==> src/rtl/pll_seq.sv <==
// PLL bring-up sequencer: settle with enable low, wait for lock with bounded
// retries, monitor lock in LOCKED (filtered loss detect), relock on divider change.
module pll_seq #(
  parameter int unsigned SETTLE_CYCLES = 4,
  parameter int unsigned LOCK_TIMEOUT  = 64,
  parameter int unsigned MAX_RETRY     = 2,
  parameter int unsigned LOSS_FILTER   = 3
) (
  input  logic       rclk,
  input  logic       rst,
  input  logic       req,
  input  logic [7:0] fbdiv_in,
  input  logic       lock,
  output logic       en,
  output logic [7:0] fbdiv,
  output logic       ready,
  output logic       fail,
  output logic [3:0] retry_cnt,
  output logic [7:0] loss_cnt,
  output logic [2:0] state
);

  typedef enum logic [2:0] {
    IDLE      = 3'd0,
    SETTLE    = 3'd1,
    WAIT_LOCK = 3'd2,
    LOCKED    = 3'd3,
    FAIL      = 3'd4
  } state_e;

  localparam logic [7:0]  SETTLE_LAST  = 8'(SETTLE_CYCLES - 1);
  localparam logic [15:0] TIMEOUT_LAST = 16'(LOCK_TIMEOUT - 1);
  localparam logic [7:0]  LOSS_LAST    = 8'(LOSS_FILTER - 1);
  localparam logic [3:0]  RETRY_MAX    = 4'(MAX_RETRY);

  state_e      state_q, state_d;
  logic [7:0]  fbdiv_q, fbdiv_d;
  logic [3:0]  retry_q, retry_d;
  logic [7:0]  loss_q, loss_d;
  logic [7:0]  settle_q, settle_d;
  logic [15:0] timer_q, timer_d;
  logic [7:0]  filt_q, filt_d;
  logic [7:0]  fbdiv_map;

  // A zero divider is never legal on the core, so it is promoted to 1.
  assign fbdiv_map = (fbdiv_in == 8'd0) ? 8'd1 : fbdiv_in;

  always_comb begin
    state_d  = state_q;
    fbdiv_d  = fbdiv_q;
    retry_d  = retry_q;
    loss_d   = loss_q;
    settle_d = settle_q;
    timer_d  = timer_q;
    filt_d   = filt_q;
    case (state_q)
      IDLE: begin
        if (req) begin
          fbdiv_d = fbdiv_map;
          retry_d = 4'd0;
          state_d = SETTLE;
        end
      end
      SETTLE: begin
        if (!req)                       state_d = IDLE;
        else if (settle_q == SETTLE_LAST) state_d = WAIT_LOCK;
        else                            settle_d = settle_q + 8'd1;
      end
      WAIT_LOCK: begin
        if (!req)      state_d = IDLE;
        else if (lock) state_d = LOCKED;
        else if (timer_q == TIMEOUT_LAST) begin
          if (retry_q < RETRY_MAX) begin
            retry_d = retry_q + 4'd1;
            state_d = SETTLE;
          end else begin
            state_d = FAIL;
          end
        end else begin
          timer_d = timer_q + 16'd1;
        end
      end
      LOCKED: begin
        if (!req) begin
          state_d = IDLE;
        end else if (fbdiv_map != fbdiv_q) begin
          fbdiv_d = fbdiv_map;
          state_d = SETTLE;
        end else if (lock) begin
          filt_d = 8'd0;
        end else if (filt_q == LOSS_LAST) begin
          if (loss_q != 8'hff) loss_d = loss_q + 8'd1;
          retry_d = 4'd0;
          state_d = SETTLE;
        end else begin
          filt_d = filt_q + 8'd1;
        end
      end
      FAIL: begin
        if (!req) state_d = IDLE;
      end
      default: state_d = IDLE;
    endcase
    // Every state entry starts its counters from zero.
    if (state_d != state_q) begin
      settle_d = 8'd0;
      timer_d  = 16'd0;
      filt_d   = 8'd0;
    end
  end

  always_ff @(posedge rclk or posedge rst) begin
    if (rst) begin
      state_q  <= IDLE;
      fbdiv_q  <= 8'd1;
      retry_q  <= 4'd0;
      loss_q   <= 8'd0;
      settle_q <= 8'd0;
      timer_q  <= 16'd0;
      filt_q   <= 8'd0;
    end else begin
      state_q  <= state_d;
      fbdiv_q  <= fbdiv_d;
      retry_q  <= retry_d;
      loss_q   <= loss_d;
      settle_q <= settle_d;
      timer_q  <= timer_d;
      filt_q   <= filt_d;
    end
  end

  // Outputs decode straight from the state flop, so rst drops en immediately.
  assign en        = (state_q == WAIT_LOCK) || (state_q == LOCKED);
  assign ready     = (state_q == LOCKED);
  assign fail      = (state_q == FAIL);
  assign fbdiv     = fbdiv_q;
  assign retry_cnt = retry_q;
  assign loss_cnt  = loss_q;
  assign state     = state_q;

endmodule

==> config.mk <==
export PLATFORM = sky130hd
export DESIGN_NAME = pll_seq
export DESIGN_NICKNAME = d
export VERILOG_FILES = /design/src/rtl/pll_seq.sv
export SDC_FILE = /design/constraint.sdc
export NUM_CORES = 1
export LEC_CHECK = 0
export CORE_UTILIZATION = 56
export CTS_CLUSTER_SIZE = 10
export DETAILED_ROUTE_END_ITERATION = 12
export PLACE_DENSITY = 0.8
export SYNTH_ARGS = -nofsm -noshare
export SYNTH_HDL_FRONTEND = slang
export SYNTH_SLANG_ARGS = --single-unit
==> constraint.sdc <==
create_clock -name rclk -period 2.9 [get_ports rclk]
set_input_delay 0.58 -clock rclk [delete_from_list [all_inputs] [get_ports rclk]]
set_output_delay 0.58 -clock rclk [all_outputs]
set_load 0.01 [all_outputs]
# After elaboration in Yosys (flattened, before gate mapping)

Index checks and enable logic that the tools add are counted.

Input port bits: 12
Output and inout bits: 26
Bits in registers: 55

Bitwise gates (word level): 2
Reductions and logical operators: 15
Multiplexer cells: 43
Equal/unequal tests: 25
Magnitude comparators: 1
Add/sub/neg operators: 5

Operators with widths:

| cell                  | count |
|---|---|
| $mux 8                | 14 |
| $mux 16               | 5 |
| $mux 3                | 12 |
| $mux 4                | 9 |
| $add 8x1->8 const B   | 3 |
| $add 16x1->16 const B | 1 |
| $eq 16x6->1 const B   | 1 |
| $eq 8x2->1 const B    | 2 |
| $ne 2x2->1 const B    | 8 |
| $pmux 8 s2            | 1 |
| $pmux 3 s5            | 1 |
| $ne 2x1->1 const B    | 6 |
| $pmux 4 s3            | 1 |
| $reduce_and 4->1      | 3 |
| $reduce_and 10->1     | 1 |
| $reduce_bool 2->1     | 5 |
| $logic_not 8->1       | 1 |
| $ne 8x8->1            | 1 |
| $ne 8x8->1 const B    | 1 |
| $eq 3x2->1 const B    | 2 |
| $reduce_and 6->1      | 1 |
| $add 4x1->4 const B   | 1 |
| $lt 4x2->1 const B    | 1 |
| $eq 3x1->1 const B    | 1 |
| other kinds (8)       | 9 |

# Logic depth before layout (Yosys ltp)

Gate-level depths: netlist of run 1.

Word-level depth: 9
Depth in mapped cells: 8

# Worst setup path before layout of run 1

No wires, ideal clock.

Path type: input -> register
Start point: input fbdiv_in[1]
End point: register fbdiv_q[2], in the netlist fbdiv[2]
Slack: 306 ps
Data arrival time: 2472 ps
Setup time: 123 ps
Required time: 2777 ps
Stages on the path: 6
Cell sequence: or4_4 > o311a_1 > or3_4 > o21ai_4 > a21oi_1 > o221a_2

Longest elaborated chain between the ends: 5
Elaborated cells between the ends (all ways): 9

Ends and longest elaborated chain:

| what                                                            | line | text |
|---|---|---|
| start, declared                                                 | 12   | `input logic [7:0] fbdiv_in,` |
| $logic_not 8->1                                                 | 46   | `assign fbdiv_map = (fbdiv_in == 8'd0) ? 8'd1 : fbdiv_in;` |
| $mux 8 (*)                                                      | 46   |  |
| $ne 8x8->1 or $mux 8 (tied branches)                            | 86   | `end else if (fbdiv_map != fbdiv_q) begin` |
| $ne 2x1->1 (no source line) or $mux 8 (tied branches)           | n/a  |  |
| $reduce_and 4->1 (no source line) or $pmux 8 s2 (tied branches) | n/a  |  |
| end signal, assigned                                            | 123  | `fbdiv_q <= fbdiv_d;` |
| end, declared                                                   | 37   | `logic [7:0] fbdiv_q, fbdiv_d;` |

Every way passes the cells marked *; elsewhere a longest branch is shown, timed or not. The select of a mux whose other input is x is not followed.
A chain may end at the register's enable or synchronous reset.

# Worst setup path in the final report of run 1

Start point: input fbdiv_in[1]
End point: register settle_q[7]

Longest elaborated chain between the ends: 9
Elaborated cells between the ends (all ways): 12

Ends and longest elaborated chain:

| what                                                             | line | text |
|---|---|---|
| $logic_not 8->1                                                  | 46   |  |
| $mux 8 (*)                                                       | 46   |  |
| $ne 8x8->1 (*)                                                   | 86   |  |
| $mux 3 (*)                                                       | 86   |  |
| $mux 3 (*)                                                       | 84   | `if (!req) begin` |
| $pmux 3 s5 (*)                                                   | 56   | `case (state_q)` |
| $ne 3x3->1 (*)                                                   | 105  | `if (state_d != state_q) begin` |
| $ne 2x1->1 (no source line) or $reduce_bool 2->1 (tied branches) | n/a  |  |
| $reduce_and 3->1 (no source line)                                | n/a  |  |
| end signal, assigned                                             | 126  | `settle_q <= settle_d;` |
| end, declared                                                    | 40   | `logic [7:0] settle_q, settle_d;` |

Every way passes the cells marked *; elsewhere a longest branch is shown, timed or not.

==> results_dict.tcl, run 1 <==
set metrics [dict create \
    status "finished clean" \
    finalNonFillerCells 476 \
    die_area_mm2 0.00606 \
    viasPerCell 5.87 \
    power_leakage_nw 1.72 \
    place_area_mm2 0.00383 \
    antenna_found_initial 0 \
    grt_usage 0.258 \
    cpPeakStageDelay_ps 550 \
    ys_ff_latch 55 \
    crit-reg2reg-launch "timer_q[0]" \
    finalMaxSlewViolations 0 \
    rows 27 \
    yosysTopAreaCellShare 0.419 \
    hpwl_um 5230 \
    ant_nets 0 \
    max_cap_viol_count 0 \
    cts.sinks 55 \
    max_freq_ghz 0.360 \
    synth_most_common_cell "dfrtp_1" \
    htreeDepth 2 \
    path_max_fanout 18 \
    drive_gt1_frac 0.141 \
    worstMarginPinSlew_ps 698 \
    root_buffer "clkbuf_8" \
    netlist_area_mm2 0.00322 \
    dr.pass1.iters 4 \
    synth_edf_count 0 \
    grt_pass1_wl_um 12400 \
    clk_pin_slew_worst_paths_ps 110 \
    gr-total-overflow 0 \
    finalHoldViolCount 0 \
    slew_headroom 0.535 \
    power_mw 1.73 \
    core_area_mm2 0.00554 \
    netlist_top_cells_area "dfrtp_1 42%, nor2_1 5.0%, xor2_1 4.9%" \
    ir_worst_vdd_mv 0.251 \
    dp_cells 468 \
    setup_violations 0 \
    syn_nets 364 \
    startpoint_type "primary input" \
    regArea_mm2 0.00138 \
    worst-path-buf-inv 2 \
    synth_cell_types 54 \
    crit_type "primary input to flip-flop" \
    crit_path_start "fbdiv_in[1]" \
    critPathTopFamily "compound AO/OA/AOI/OAI gates" \
    async_flop_share 1.00 \
    route.detailed.drc 0 \
    period_needed_ps 2780 \
    required_ps 3130 \
    ios 38 \
    clockBufferDepth 2 \
    synth_area_per_cell_um2 9.31 \
    worst_path_max_delay_cell "or4_4" \
    yosysSeqAreaShare 0.428 \
    clock_skew_ps 15.7 \
    start_util 0.582 \
    nFillCells 426 \
    cts_setup_buffers 0 \
    hold_path_startpoint "loss_cnt[5]" \
    fin_setup_tns_ps 0 \
    synth_common_cells "54 x dfrtp_1, 43 x nor2_1, 22 x nand2_1, 18 x xor2_1, 17 x xnor2_1" \
    diodes 0 \
    die_width_um 77.9 \
    wl_um 7280 \
    multiInputGateArea_mm2 0.00178 \
    grt_max_degree 56 \
    crit_chain "clkdlybuf4s50_1 -> or4_4 -> o311a_1 -> nor3_2 -> o2111ai_2 -> a41o_1 -> buf_4 -> nor2_1" \
    layout.nets 421 \
    hold_class "flip-flop to flip-flop" \
    drtIter0Drc 155 \
    clk_latency_ps 320 \
    endpoint_kind "flip-flop" \
    yosys.area.top_type "dfrtp_1" \
    cts_buffers 5 \
    critPathArrivalTime_ps 3010 \
    route.vias.total 2794 \
    syn_inst 346 \
    rsz0062_at_grt "no" \
    stdcell_area_mm2 0.00395 \
    grt_pass1_vias 2761 \
    fp.dieH_um 77.9 \
    cellPowerDensity_mw_per_mm2 438 \
    synth_flop_cell "dfrtp_1" \
    io_buffer_count 37 \
    gp_congestion 0.859 \
    fin_crit_sh 0.957 \
    wl_per_cell_um 15.3 \
    area_growth_pct 22.4 \
    tritoncts "done" \
    synth_warnings 0 \
]
==> state kept, by name, summed over array words and instances, names as in the netlist <==
| name | cells |
|---|---|
| fbdiv | 8 |
| filt_q | 8 |
| retry_cnt | 4 |
| state | 3 |
| settle_q | 8 |
| loss_cnt | 8 |
| timer_q | 16 |
==> through the flow <==
stage               utilization  hold slack, ps  worst slack [ps]
finish                    0.712             501               124
floorplan                     -             491               306
global route              0.712             516              27.3
CTS                       0.708             506              4.95
global placement          0.692             482              -228
detailed placement        0.692             487              -286
==> report_power, final <==
part / switching, mW / internal, mW / total, mW
combinational: 0.206 / 0.204 / 0.411
sequential: 0.0685 / 0.810 / 0.879
clock: 0.265 / 0.174 / 0.439
==> cells by family (layout without fill, tap and decap cells) <==
kind of cell	Yosys count	after routing	synth area share
xor gates and xnor gates	35	35	0.0951
muxes	8	8	0.0260
and+or+nand+nor	168	168	0.286
buffers and inverters	21	79	0.0260
DFF	55	55	0.428
adders and majority gates	6	6	0.0233
AOI/OAI and AO/OA	53	53	0.116
==> what timing repair did <==
item / 4_1_cts / 5_1_grt
resized for setup: 0 / 4
endpoints found under the setup margin: 0 / 32
hold buffers: 0 / 0
==> per-layer routing <==
metal / wire [µm] / global-route usage
met1: 3210 / 0.322
met4: 123 / 0.0925
met2: 3620 / 0.445
met3: 328 / 0.0494
met5: 0 / 0
==> placed cells by master (no fill, tap or decap), types with 13 or more instances in the layout <==
master           instances
dfrtp_1                 54
nand4_1                 13
clkdlybuf4s50_1         37
a21oi_1                 14
buf_4                   24
nand2_1                 22
xnor2_1                 17
nor3_1                  13
nor2_1                  43
xor2_1                  18
nand3_1                 16
==> worst reg2reg max path: stages (launching register included) <==
cell,delay (ps)
dfrtp_1,400
ha_1,240
nor4bb_1,380
nand4_1,380
and3b_1,370
a211o_1,120
a41o_1,160
buf_4,250
nor2_1,90
==> cell type report <==
| class | instances | share of cell area |
|---|---|---|
| clock buffer | 5 | 0.0174 |
| clock inverter | 3 | 0.00571 |
| inverter | 9 | 0.00856 |
| multi-input combinational | 270 | 0.452 |
| sequential | 55 | 0.349 |
| tap | 72 | 0.0228 |
| timing repair buffer | 62 | 0.145 |
==> worst paths after layout <==
| path | cells past startpoint | slack, ps | to |
|---|---|---|---|
| worst max-delay path | 8 | 120 | settle_q[7] |
| worst min-delay path | 1 | 500 | loss_cnt[5] |
| worst max register to register | 8 | 400 | settle_q[7] |
| worst min register to register | 1 | 500 | loss_cnt[5] |
| max in group asynchronous | 3 | 1660 | settle_q[7] |
| min in group asynchronous | 3 | 770 | filt_q[6] |
No activity file was read; power rests on OpenSTA's default activity.
==> run 2: changes to the inputs <==
--- a/config.mk
+++ b/config.mk
@@ -9,6 +9,7 @@
 export CTS_CLUSTER_SIZE = 10
 export DETAILED_ROUTE_END_ITERATION = 12
 export PLACE_DENSITY = 0.8
+export REMOVE_ABC_BUFFERS = 1
 export SYNTH_ARGS = -nofsm -noshare
 export SYNTH_HDL_FRONTEND = slang
 export SYNTH_SLANG_ARGS = --single-unit
==> run 2 against run 1 <==
Compared with the run above:
- clock power down 4%
- global-route usage down 1.3 points
- flip-flop and latch count unchanged
- wire length down 3.0%
- via count down 2.4%
- first-iteration DRC count up 47%
- critical endpoint is now timer_q[11]
- largest power group unchanged
==> results_dict.tcl, run 2 (synthesis results as in run 1) <==
set metrics [dict create \
    status "finished clean" \
    place_area_mm2 0.00381 \
    start_util 0.582 \
    endpoint_kind "flip-flop" \
    gr-total-overflow 0 \
    drive_gt1_frac 0.130 \
    multiInputGateArea_mm2 0.00176 \
    fin_crit_sh 0.981 \
    gp_congestion 0.847 \
    hold_path_depth 1 \
    clk_pin_slew_worst_paths_ps 100 \
    die_width_um 77.9 \
    holdPathEnd "loss_cnt[5]" \
    hold_buffers 0 \
    grt_usage 0.245 \
    switching_share 0.305 \
    slew_headroom 0.622 \
    reg2reg_to "timer_q[11]" \
    rows 27 \
    finalMaxSlewViolations 0 \
    nFillCells 449 \
    critPathTopFamily "simple AND/OR/NAND/NOR gates" \
    power_mw 1.69 \
    crit_chain "clkdlybuf4s50_1 -> or4_4 -> o311a_1 -> nor3_2 -> o2111ai_1 -> a41o_1 -> buf_4 -> nor2_1" \
    wl_um 7060 \
    hold_class "flip-flop to flip-flop" \
    seq_power_share 0.517 \
    hpwl_um 5230 \
    cts_buffers 5 \
    ant_nets 0 \
    period_needed_ps 2840 \
    reg2regPathDepth 8 \
    worstMarginPinSlew_ps 566 \
    regArea_mm2 0.00138 \
    crit_path_start "fbdiv_in[1]" \
    core_area_mm2 0.00554 \
    grt_pass1_wl_um 11900 \
    fp.dieH_um 77.9 \
    wl_met1_um 2990 \
    path_max_fanout 24 \
    die_area_mm2 0.00606 \
    clock_skew_ps 5.24 \
    area_growth_pct 21.1 \
    diodes 0 \
    final_cell_mix "54 x dfrtp_1, 43 x nor2_1, 37 x clkdlybuf4s50_1" \
    ir_worst_vdd_mv 0.260 \
    wl_met3_um 295 \
    top_layer "met4" \
    route.detailed.drc 0 \
    top_register "timer_q" \
    cellPowerDensity_mw_per_mm2 434 \
    finalHoldViolCount 0 \
    clk_latency_ps 300 \
    grt_pass1_vias 2664 \
    mostFrequentLayoutCell "dfrtp_1" \
    htreeDepth 2 \
    crit_type "primary input to flip-flop" \
    clkPwrFrac 0.250 \
    dr_wl_met2_um 3730 \
    wl_per_cell_um 14.9 \
    max_freq_ghz 0.352 \
    power_leakage_nw 1.70 \
    cts.sinks 55 \
    critPathArrivalTime_ps 3070 \
    stdcell_area_mm2 0.00390 \
    ios 38 \
    startpoint_type "primary input" \
    clockBufferDepth 2 \
    antenna_found_initial 0 \
    root_buffer "clkbuf_8" \
    p_switching_uw 517 \
    tritoncts "done" \
    worst-path-buf-inv 2 \
    layout.nets 418 \
    rrSetupSlack_ps 450 \
    required_ps 3130 \
    drtIter0Drc 228 \
    rsz0062_at_grt "no" \
    largest_register_ffs 16 \
    dr.pass1.iters 5 \
    comb_power_share 0.233 \
    power.internal_mw 1.18 \
    io_buffer_count 37 \
    cpPeakStageDelay_ps 550 \
    setup_violations 0 \
    viasPerCell 5.77 \
    crit-reg2reg-launch "timer_q[0]" \
    worst_path_max_delay_cell "or4_4" \
    max_cap_viol_count 0 \
    grt_max_degree 30 \
    hold_path_startpoint "loss_cnt[5]" \
    route.vias.total 2727 \
]
-- run 2: changes by cell type in the layout (fill, tap and decap cells not counted), sizes merged --
cell	change
buf	-3
-- run 2: how the worst max path moves through the flow --
stage,cells after the start,slack [ps],to
after floorplan,6,-40,filt_q[5]
after global placement,7,-250,fbdiv[5]
after detailed placement,7,-300,fbdiv[5]
after CTS,7,30,fbdiv[5]
after global routing,8,0.5,timer_q[11]
final,8,60,timer_q[11]
-- run 2: final cells by class --
| type | count | share of cell area |
|---|---|---|
| multi-input combinational | 270 | 0.452 |
| sequential | 55 | 0.353 |
| timing repair buffer | 59 | 0.140 |
| tap | 72 | 0.0231 |
| clock buffer | 5 | 0.0176 |
| inverter | 9 | 0.00866 |
| clock inverter | 3 | 0.00481 |
-- run 2: through the flow --
| step | hold slack (ps) | TNS (ps) | cells | util | worst slack (ps) |
|---|---|---|---|---|---|
| after floorplan | 491 | -146 | 334 | - | -37.1 |
| after global placement | 481 | -6270 | 465 | 0.688 | -246 |
| after detailed placement | 489 | -9480 | 465 | 0.688 | -297 |
| after CTS | 503 | 0 | 473 | 0.703 | 26.9 |
| after global routing | 529 | 0 | 473 | 0.704 | 0.528 |
| final | 500 | 0 | 473 | 0.704 | 55.5 |
-- run 2: power groups by stage --
stage / combinational (mW) / sequential [mW] / clock (mW)
floorplan: 0.209 / 0.893 / 0
global placement: 0.385 / 0.887 / 0
detailed placement: 0.395 / 0.889 / 0
CTS: 0.395 / 0.874 / 0.438
global route: 0.432 / 0.884 / 0.465
finish: 0.395 / 0.875 / 0.423
-- run 2: what timing repair did --
| item | 4_1_cts | 5_1_grt |
|---|---|---|
| gates resized for setup | 0 | 1 |
| endpoints found under the setup margin | 0 | 6 |
| buffers inserted | 0 | 0 |
-- run 2: metal layers --
metal / up-vias / GRT usage
li1: 1349 / -
met1: 1306 / 0.289
met2: 66 / 0.451
met3: 6 / 0.0400
met4: 0 / 0.0736
met5: - / 0
